## src/rtl/fifo_stream_reader.sv

```systemverilog
// ---------------------------------------------------------------------------
// fifo_stream_reader
//
// Read-side consumer for a FIFO with a one-cycle registered read latency.
// Issues fifo_rd, catches the returning word one cycle later, and presents
// words on a valid/ready stream through a two-entry output buffer. With the
// sink always ready it sustains one word per cycle.
//
// Ports
//   clk         in   1     clock, rising edge
//   rst         in   1     asynchronous, active-high reset
//   flush       in   1     synchronous clear of buffer and in-flight read
//   fifo_empty  in   1     FIFO empty flag (updates with the read pointer)
//   fifo_dout   in   DW    FIFO read data, valid the cycle after fifo_rd
//   fifo_rd     out  1     FIFO read strobe (combinational)
//   m_valid     out  1     output word valid
//   m_data      out  DW    output word (buffer head)
//   m_ready     in   1     sink ready
//   rd_count    out  CNTW  words delivered, wraps at 2^CNTW
//   busy        out  1     buffer non-empty or a read is in flight
//
// Handshake: a word transfers on every rising edge where m_valid && m_ready.
// m_valid never depends on m_ready, and while m_valid && !m_ready the word on
// m_data is held unchanged until it is accepted (or flush/rst discards it).
// ---------------------------------------------------------------------------
module fifo_stream_reader #(
    parameter int DW   = 16,
    parameter int CNTW = 16
) (
    input  logic            clk,
    input  logic            rst,
    input  logic            flush,
    input  logic            fifo_empty,
    input  logic [DW-1:0]   fifo_dout,
    output logic            fifo_rd,
    output logic            m_valid,
    output logic [DW-1:0]   m_data,
    input  logic            m_ready,
    output logic [CNTW-1:0] rd_count,
    output logic            busy
);

    // Buffer state: occupancy 0..2, head pointer, and two storage slots.
    logic [1:0]    occ;
    logic          pend;
    logic          hd;
    logic [DW-1:0] slot0;
    logic [DW-1:0] slot1;

    logic          pop;
    logic [2:0]    after_pop;
    logic          wr_slot;

    assign m_valid = (occ != 2'd0);
    assign m_data  = hd ? slot1 : slot0;
    assign busy    = (occ != 2'd0) || pend;
    assign pop     = m_valid && m_ready;

    // Words the buffer will hold after this edge, counting the in-flight read
    // as already landed. A new read is only safe if that leaves room for one
    // more word next cycle, so the buffer can never overfill. Since pop
    // implies occ >= 1 this never goes negative.
    assign after_pop = {1'b0, occ} + {2'b00, pend} - {2'b00, pop};

    assign fifo_rd = !rst && !flush && !fifo_empty && (after_pop <= 3'd1);

    // Capture slot is the first free slot behind the head: (hd + occ) % 2.
    // A capture only happens with occ <= 1, so this never hits a live head.
    assign wr_slot = hd ^ occ[0];

    always_ff @(posedge clk or posedge rst) begin
        if (rst) begin
            occ      <= 2'd0;
            pend     <= 1'b0;
            hd       <= 1'b0;
            slot0    <= '0;
            slot1    <= '0;
            rd_count <= '0;
        end else begin
            // fifo_rd is forced low during flush, so pend clears with it.
            pend <= fifo_rd;

            // A pop in the flush cycle was a real handshake and still counts.
            if (pop) begin
                rd_count <= rd_count + 1'b1;
            end

            if (flush) begin
                // The word returning from an in-flight read is dropped here.
                occ <= 2'd0;
                hd  <= 1'b0;
            end else begin
                occ <= after_pop[1:0];
                if (pend) begin
                    if (wr_slot) begin
                        slot1 <= fifo_dout;
                    end else begin
                        slot0 <= fifo_dout;
                    end
                end
                if (pop) begin
                    hd <= ~hd;
                end
            end
        end
    end

endmodule

```

## config.mk

```make
export PLATFORM = sky130hd
export DESIGN_NAME = fifo_stream_reader
export DESIGN_NICKNAME = d
export VERILOG_FILES = /design/src/rtl/fifo_stream_reader.sv
export SDC_FILE = /design/constraint.sdc
export NUM_CORES = 1
export LEC_CHECK = 0
export BUFFER_PORTS_ARGS = -buffer_cell sky130_fd_sc_hd__buf_2
export CAP_MARGIN = 20
export CORE_AREA = 2 2 57 85
export CTS_CLUSTER_SIZE = 28
export DETAILED_ROUTE_END_ITERATION = 16
export DIE_AREA = 0 0 59 87
export PLACE_DENSITY = 0.81
export SETUP_SLACK_MARGIN = 0.02
export SLEW_MARGIN = 10
export SYNTH_ARGS = -nofsm -noshare
export SYNTH_HDL_FRONTEND = slang
export SYNTH_SLANG_ARGS = --single-unit
export TNS_END_PERCENT = 30
```

## constraint.sdc

```tcl
create_clock -name clk -period 6.23 [get_ports clk]
set_input_delay 0.623 -clock clk [delete_from_list [all_inputs] [get_ports clk]]
set_output_delay 0.623 -clock clk [all_outputs]
set_load 0.005 [all_outputs]
```

==> impl_metrics.ini, run 1 <==
[power_and_ir_drop]
power_density_nw_per_um2 = 400
leakage_nw = 1.39
ir_worst_vdd_v = 0.000194

[drt]
wl_met2_um = 2220
wl_per_cell_um = 14.9
ant_nets = 0
wl_met3_um = 189
met1_length_um = 1650
drt-pass1-iter-count = 3
first_iter_violations = 34
totalWireLength_um = 4100
vias_per_cell = 5.37
route.detailed.drc = 0
vias = 1482
top_layer = met4

[sta]
post-route-period-util = 0.572
setup_tns_ns = 0
fmax_mhz = 281
fin_skew_ns = 0.00307
rsz0062_at_grt = no
hold_viol = 0
finalSetupViolations = 0
report.final.slew_viol_count = 0
maxSlewHeadroom = 0.446
worstMarginPinSlew_ns = 0.830
period_minus_slack_ns = 3.56

[critical_path]
crit_slowest_cell = fa_1
startpoint_type = register
critPathCaptureType = output pin
path_common_cell = inv_1
crit_fanout = 9
crit_required_ns = 5.61
crit_type = reg -> out
path_cells = o21ai_2 > inv_1 > ha_1 > inv_1 > ha_1 > inv_1 > fa_1 > nand2b_1 > nor4_1 > buf_2
rrSetupSlack_ns = 3.64
r2r_cells = 9
crit_arrival_ns = 2.94
slowest_delay_ns = 0.51

[final_layout]
area_growth_syn_to_layout_pct = 16.3
multi_input_area_sq_um = 1020
num-fill-cells = 391
fin_nets = 252
diodes = 0
seqCellArea_sq_um = 1300
finish.instance_area_sq_um = 2790
drive_gt1_frac = 0.513

[placement]
gp_congestion = 0.805
post_dp_cell_area_sq_um = 2680
hpwlAfterDp_um = 2920
portBuffers = 55

[logic_synthesis]
ys.flop_type = dfrtp_1
synth_most_common_cell = dfrtp_1
synth_top_cell_by_area = dfrtp_1
synthArstFlopShare = 1.00
syn_avg_cell_area_sq_um = 14.2
netlist_area_sq_um = 2400
synthTopCellsByArea = dfrtp_1, mux2_2, mux2_4, xnor2_1, xor2_1
synth-seq-cells = 52
synthCells = 169
synth-edff-count = 0
yosysWarnings = 0
syn-num-nets = 194
synthTopCellsByCount = dfrtp_1, mux2_2, xnor2_1, mux2_4, nand2_1
ys_seq_area_frac = 0.542
synth_top_area_frac = 0.542
yosysUniqueCellTypes = 30

[clock_tree]
ctsRootBufferMaster = clkbuf_8
cts_hold_buffers = 0
clk_latency_ns = 0.29
numCtsBuffers = 5
path_clk_slew_ns = 0.08
postCtsSetupRepairBufs = 0
cts_tree = yes
cts.sinks = 52
clk_path_buf_depth = 2
cts.repair.resized = 0
h-tree-depth = 2

[global_route]
grt_pass1_wl_um = 6800
track_usage = 0.173
antenna_found_initial = 0
grt_pass1_vias = 1547
gr-total-overflow = 0
grt_start_max_net_pins = 53

[floorplanning]
dieArea_sq_um = 5130
coreArea_sq_um = 4430
die_h_um = 87
initial_utilization = 0.542
die_x_um = 59
io_pins = 56
rows = 30

[outcome]
outcome = finished clean

[min_path]
hp-class = in -> async

[run]
cap_viol_max_count = 0
cell families after synthesis:
| group | after synthesis | synth area share |
|---|---|---|
| flops | 52 | 0.542 |
| mux | 48 | 0.241 |
| simple gates | 35 | 0.0891 |
| xor+xnor | 18 | 0.0688 |
| buf+inv | 11 | 0.0323 |
| fa+ha+maj | 4 | 0.0240 |
| compound gates | 1 | 0.00365 |
metrics by stage:
stage	setup WS [ns]	utilization	instances	power, W	hold WS [ns]
after CTS	2.63	0.626	275	0.00113	0.485
after detailed placement	2.91	0.606	267	0.000941	0.474
after global placement	2.95	0.606	267	0.000925	0.463
final	2.67	0.631	276	0.00112	0.273
after global routing	2.44	0.631	276	0.00120	0.275
after floorplan	3.36	-	169	0.000804	0.468
flip-flops by register name, indices dropped and copies added, names as in the netlist:
| register | cells |
|---|---|
| slot0 | 16 |
| rd_count | 16 |
| pend | 1 |
| hd | 1 |
| occ | 2 |
| slot1 | 16 |
critical path: cells and delay by family, from the launching register on:
kind / cells / cell delay [ns]
buffers and inverters: 4 / 0.45
AO/OA/AOI/OAI: 1 / 0.40
flip-flops: 1 / 0.45
adder cells (fa/ha/maj): 3 / 0.93
AND/OR/NAND/NOR: 2 / 0.42
where the power goes:
group / internal [W] / switching (W) / total, W
logic: 0.000252 / 0.000144 / 0.000395
clock network: 0.0000907 / 0.0000953 / 0.000186
registers: 0.000449 / 0.0000853 / 0.000535
total: 0.000792 / 0.000324 / 0.00112
area by class of cell:
class                           instances  area share
Sequential cell                        52       0.466
Multi-Input combinational cell        106       0.366
Timing Repair Buffer                   56       0.106
Clock buffer                            8      0.0323
Tap cell                               48      0.0215
Inverter                                6     0.00806
final timing paths:
path	from	to
hold / removal	rst	occ[1]
min in group clk	rd_count[15]	rd_count[15]
setup reg to reg	occ[1]	pend
setup / recovery	occ[1]	fifo_rd
max in group asynchronous	rst	rd_count[11]
hold reg to reg	rd_count[15]	rd_count[15]
layer usage:
metal / GRT usage / up-vias
met3: 0.0371 / 4
met1: 0.200 / 739
met4: 0.0558 / 0
met2: 0.312 / 39
li1: - / 700
met5: 0 / -
cell usage in the layout, fill, tap and decap left out, drive strengths merged:
cell	Yosys	layout
nor3	1	1
and4	2	2
nor4b	1	1
ha	3	3
xnor2	12	12
or3	1	1
fa	1	1
nand4	6	6
buf	5	56
clkbuf	0	8
nor3b	1	1
inv	6	6
o21ai	1	1
mux2	48	48
xor2	6	6
nand2b	2	2
nor4	2	2
nor2	5	5
nand3	3	3
nand2	7	7
or2	2	2
nor2b	2	2
dfrtp	52	52
Note: power is estimated with default switching activity, not from simulation.
==> run 2, diff against run 1 <==
--- a/config.mk
+++ b/config.mk
@@ -7,11 +7,11 @@
 export LEC_CHECK = 0
 export BUFFER_PORTS_ARGS = -buffer_cell sky130_fd_sc_hd__buf_2
 export CAP_MARGIN = 20
-export CORE_AREA = 2 2 57 85
+export CORE_AREA = 2 2 58 88
 export CTS_CLUSTER_SIZE = 28
 export DETAILED_ROUTE_END_ITERATION = 16
-export DIE_AREA = 0 0 59 87
-export PLACE_DENSITY = 0.81
+export DIE_AREA = 0 0 60 90
+export PLACE_DENSITY = 0.77
 export SETUP_SLACK_MARGIN = 0.02
 export SLEW_MARGIN = 10
 export SYNTH_ARGS = -nofsm -noshare
==> constraint.sdc (replaced) <==
create_clock -name clk -period 3.6 [get_ports clk]
set_input_delay 0.36 -clock clk [delete_from_list [all_inputs] [get_ports clk]]
set_output_delay 0.36 -clock clk [all_outputs]
set_load 0.005 [all_outputs]
==> impl_metrics.ini, run 2 (synthesized netlist as in run 1, its figures left out) <==
[global_route]
track_usage = 0.174
grt_pass1_wl_um = 7070
grt_pass1_vias = 1446
grt_start_max_net_pins = 53
gr-total-overflow = 0
antenna_found_initial = 0

[drt]
route.detailed.drc = 0
vias = 1485
first_iter_violations = 39
vias_per_cell = 5.02
totalWireLength_um = 4290
ant_nets = 0
wl_per_cell_um = 14.5
drt-pass1-iter-count = 3

[clock_tree]
clk_latency_ns = 0.30
numCtsBuffers = 5
ctsRootBufferMaster = clkbuf_8
clk_path_buf_depth = 2
h-tree-depth = 2
cts.sinks = 52
cts.repair.resized = 0
cts_tree = yes
path_clk_slew_ns = 0.08

[outcome]
outcome = finished clean

[placement]
portBuffers = 55
hpwlAfterDp_um = 2950
gp_congestion = 0.694
post_dp_cell_area_sq_um = 2710

[final_layout]
reg.largest.list = rd_count x16, slot0 x16, slot1 x16
num-fill-cells = 417
layout_common_cells = buf_2, dfrtp_1, mux2_2, xnor2_1, mux2_4
final_common_cell = buf_2
diodes = 0
fin_nets = 254
finish.instance_area_sq_um = 2850
drive_gt1_frac = 0.517
area_growth_syn_to_layout_pct = 18.6

[sta]
report.final.slew_viol_count = 0
hold_viol = 0
finalSetupViolations = 0
fin_skew_ns = 0.0122
worstMarginPinSlew_ns = 0.626
maxSlewHeadroom = 0.582
setup_tns_ns = 0
period_minus_slack_ns = 3.18
rsz0062_at_grt = no
fmax_mhz = 314
post-route-period-util = 0.885

[critical_path]
startpoint_type = register
crit_type = reg -> out
crit_start = occ[1]
r2r-start = occ[1]
critPathCaptureType = output pin
crit_arrival_ns = 2.82
crit_required_ns = 3.24
crit_fanout = 9

[power_and_ir_drop]
power_density_nw_per_um2 = 703
seq_power_share = 0.453
p_clk_frac = 0.192
leakage_nw = 1.41
power_frac_comb = 0.355
intPower_w = 0.00142
ir_worst_vdd_v = 0.000360
sw_frac_of_total = 0.289
switchingPower_w = 0.000579

[floorplanning]
io_pins = 56
coreArea_sq_um = 4690
rows = 31
initial_utilization = 0.512
die_x_um = 60
die_h_um = 90
dieArea_sq_um = 5400

[min_path]
min_from = fifo_empty
hp-class = in -> reg

[run]
cap_viol_max_count = 0
-- run 2: cell count changes in the layout (fill, tap and decap cells not counted) --
cell and delta:
clkbuf_8 -1, dlygate4sd3_1 +1, clkinv_2 +1, bufinv_16 +1, buf_4 +1, clkbuf_1 -1
-- run 2: timing repair --
| item | in CTS | in global routing |
|---|---|---|
| setup buffers | 0 | 0 |
| hold endpoints to repair | 0 | 6 |
| setup endpoints to repair | 0 | 0 |
| hold buffers | 0 | 1 |
-- run 2: power by group through the flow --
stage / Sequential, W / Combinational [W] / Clock (W)
floorplan: 0.000883 / 0.000508 / 0
global placement: 0.000903 / 0.000702 / 0
detailed placement: 0.000919 / 0.000716 / 0
CTS: 0.000909 / 0.000721 / 0.000402
global route: 0.000934 / 0.000791 / 0.000426
finish: 0.000907 / 0.000710 / 0.000385
-- run 2: final cells by class --
| type | instances | area, sq um | area share |
|---|---|---|---|
| flip-flops and latches | 52 | 1300 | 0.457 |
| multi-input cells | 106 | 1020 | 0.359 |
| repair buffers | 58 | 313 | 0.110 |
| well taps | 66 | 82.6 | 0.0290 |
| clock buffers | 6 | 72.6 | 0.0255 |
| clock inverters | 2 | 35.0 | 0.0123 |
| inverters | 6 | 22.5 | 0.00790 |
-- run 2: path summary, 6_finish.rpt --
check | depth (start not counted) | slack (ns) | to
worst max-delay path | 10 | 0.42 | fifo_rd
worst min-delay path | 2 | 0.22 | pend
worst max register to register | 9 | 1.13 | pend
worst min register to register | 1 | 0.49 | rd_count[13]
max in group asynchronous | 4 | 2.54 | slot1[14]
min in group asynchronous | 3 | 0.56 | slot1[6]
-- run 2: per-layer routing --
| metal | track usage | routed length (um) | vias up |
|---|---|---|---|
| met5 | 0 | 0 | - |
| met4 | 0.0611 | 53 | 0 |
| met3 | 0.0475 | 179 | 5 |
| met2 | 0.274 | 2260 | 39 |
| met1 | 0.225 | 1800 | 742 |
| li1 | - | - | 699 |
-- run 2: stage by stage --
stage | power (W) | hold slack [ns] | worst slack (ns) | utilization | std cells
6_report | 0.00200 | 0.220 | 0.415 | 0.607 | 296
5_1_grt | 0.00215 | 0.207 | 0.0781 | 0.607 | 296
3_3_place_gp | 0.00161 | 0.469 | 0.797 | 0.578 | 286
4_1_cts | 0.00203 | 0.206 | 0.363 | 0.601 | 294
2_1_floorplan | 0.00139 | 0.426 | 0.998 | - | 169
3_5_place_dp | 0.00163 | 0.482 | 0.710 | 0.578 | 286
-- run 2: worst max-delay path: stages (launching register included) --
cell	delay (ns)
dfrtp_1	0.45
o21ai_2	0.39
inv_1	0.16
ha_1	0.30
inv_1	0.06
ha_1	0.13
inv_1	0.05
fa_1	0.50
nand2b_1	0.06
nor4_1	0.27
buf_2	0.17
==> run 3, diff against run 2 <==
--- a/config.mk
+++ b/config.mk
@@ -7,13 +7,14 @@
 export LEC_CHECK = 0
 export BUFFER_PORTS_ARGS = -buffer_cell sky130_fd_sc_hd__buf_2
 export CAP_MARGIN = 20
-export CORE_AREA = 2 2 58 88
+export CELL_PAD_IN_SITES_DETAIL_PLACEMENT = 0
+export CELL_PAD_IN_SITES_GLOBAL_PLACEMENT = 2
+export CORE_AREA = 2 2 70 106
 export CTS_CLUSTER_SIZE = 28
 export DETAILED_ROUTE_END_ITERATION = 16
-export DIE_AREA = 0 0 60 90
-export PLACE_DENSITY = 0.77
+export DIE_AREA = 0 0 72 108
+export PLACE_DENSITY_LB_ADDON = 0.1
 export SETUP_SLACK_MARGIN = 0.02
-export SLEW_MARGIN = 10
 export SYNTH_ARGS = -nofsm -noshare
 export SYNTH_HDL_FRONTEND = slang
 export SYNTH_SLANG_ARGS = --single-unit
==> impl_metrics.ini, run 3 (synthesized netlist as in run 1, its figures left out) <==
[outcome]
outcome = finished clean

[global_route]
grt_pass1_wl_um = 7700
grt_start_max_net_pins = 53
gr-total-overflow = 0
track_usage = 0.130
antenna_found_initial = 0
grt_pass1_vias = 1594

[floorplanning]
initial_utilization = 0.353
die_x_um = 72
rows = 37
die_h_um = 108
io_pins = 56
dieArea_sq_um = 7780
coreArea_sq_um = 6810

[clock_tree]
postCtsSetupRepairBufs = 0
ctsRootBufferMaster = clkbuf_8
numCtsBuffers = 5
cts.repair.resized = 0
cts_tree = yes
path_clk_slew_ns = 0.08
clk_latency_ns = 0.29
cts.sinks = 52
h-tree-depth = 2
clk_path_buf_depth = 2

[sta]
fin_skew_ns = 0.00407
post-route-period-util = 0.911
period_minus_slack_ns = 3.28
finalSetupViolations = 0
fmax_mhz = 305
setup_tns_ns = 0
fin_ws_ns = 0.320
hold_viol = 0
maxSlewHeadroom = 0.566
report.final.slew_viol_count = 0
rsz0062_at_grt = no
worstMarginPinSlew_ns = 0.649

[power_and_ir_drop]
leakage_nw = 1.40
power_density_nw_per_um2 = 686
ir_worst_vdd_v = 0.000245

[placement]
hpwlAfterDp_um = 3340
post_dp_cell_area_sq_um = 2730
post-place-ws_ns = 0.638
gp_congestion = 0.698
portBuffers = 55

[drt]
wl_per_cell_um = 15.3
route.detailed.drc = 0
wl_met2_um = 2530
ant_nets = 0
met1_length_um = 1870
drt-pass1-iter-count = 4
top_layer = met4
vias_per_cell = 4.81
vias = 1481
wl_met3_um = 222
first_iter_violations = 51
totalWireLength_um = 4700

[critical_path]
critical-path-top-delay-family = adder cells
critPathCaptureType = output pin
slowest_delay_ns = 0.51
crit_type = reg -> out
timing.critical_path.buf_inv = 4
crit_slowest_cell = fa_1
startpoint_type = register
crit_arrival_ns = 2.92
crit_required_ns = 3.24
crit_fanout = 9
path_common_cell = inv_1
path_cells = o21ai_2 > inv_1 > ha_1 > inv_1 > ha_1 > inv_1 > fa_1 > nand2b_1 > nor4_1 > buf_2

[final_layout]
reg.largest.list = rd_count x16, slot0 x16, slot1 x16
final_common_cell = buf_2
fin_nets = 254
finish.instance_area_sq_um = 2850
diodes = 0
num-fill-cells = 667
layout_common_cells = buf_2, dfrtp_1, mux2_2, xnor2_1, mux2_4
drive_gt1_frac = 0.513
area_growth_syn_to_layout_pct = 18.5

[run]
cap_viol_max_count = 0

[min_path]
hp-class = in -> reg
-- run 3: where the power goes --
group / switching (W) / leakage [nW] / internal (W) / total, W
combinational: 0.000281 / 0.677 / 0.000440 / 0.000721
sequential: 0.000125 / 0.675 / 0.000778 / 0.000903
clock: 0.000172 / 0.0455 / 0.000157 / 0.000329
total: 0.000578 / 1.40 / 0.00138 / 0.00195
-- run 3: area by class of cell --
type	instances	area (sq um)	share of cell area
Tap cell	78	97.6	0.0343
Multi-Input combinational cell	106	1020	0.359
Clock buffer	8	90.1	0.0316
Sequential cell	52	1300	0.457
Inverter	6	22.5	0.00791
Timing Repair Buffer	58	313	0.110
-- run 3: metal layers --
| layer | track usage | up-vias |
|---|---|---|
| li1 | - | 700 |
| met1 | 0.144 | 735 |
| met2 | 0.231 | 39 |
| met3 | 0.0336 | 7 |
| met4 | 0.0539 | 0 |
| met5 | 0 | - |
-- run 3: final timing paths --
path	depth (start not counted)	slack, ns	end	startpoint
setup / recovery	10	0.32	fifo_rd	occ[1]
hold / removal	2	0.23	pend	fifo_empty
setup reg to reg	9	1.03	pend	occ[1]
hold reg to reg	1	0.47	rd_count[15]	rd_count[15]
max in group asynchronous	4	2.59	slot0[12]	rst
min in group asynchronous	3	0.52	slot0[8]	rst
-- run 3: worst reg2reg max path: stages, from the launching register on --
cell and delay, ns:
dfrtp_1 0.45, o21ai_2 0.41, inv_1 0.17, ha_1 0.30, inv_1 0.06, ha_1 0.13, inv_1 0.05, fa_1 0.51
nand2b_1 0.07, nor4_1 0.29
-- run 3: what timing repair did --
item | CTS | global route
hold endpoints to repair | 0 | 8
setup endpoints to repair | 0 | 0
hold buffers | 0 | 1
-- run 3: metrics by stage --
stage               cells  utilization  total power, W  hold WS (ns)
floorplan             169            -         0.00139         0.426
global placement      298        0.401         0.00162         0.457
detailed placement    298        0.401         0.00165         0.462
CTS                   306        0.414         0.00199         0.213
global route          308        0.418         0.00210         0.218
finish                308        0.418         0.00195         0.226
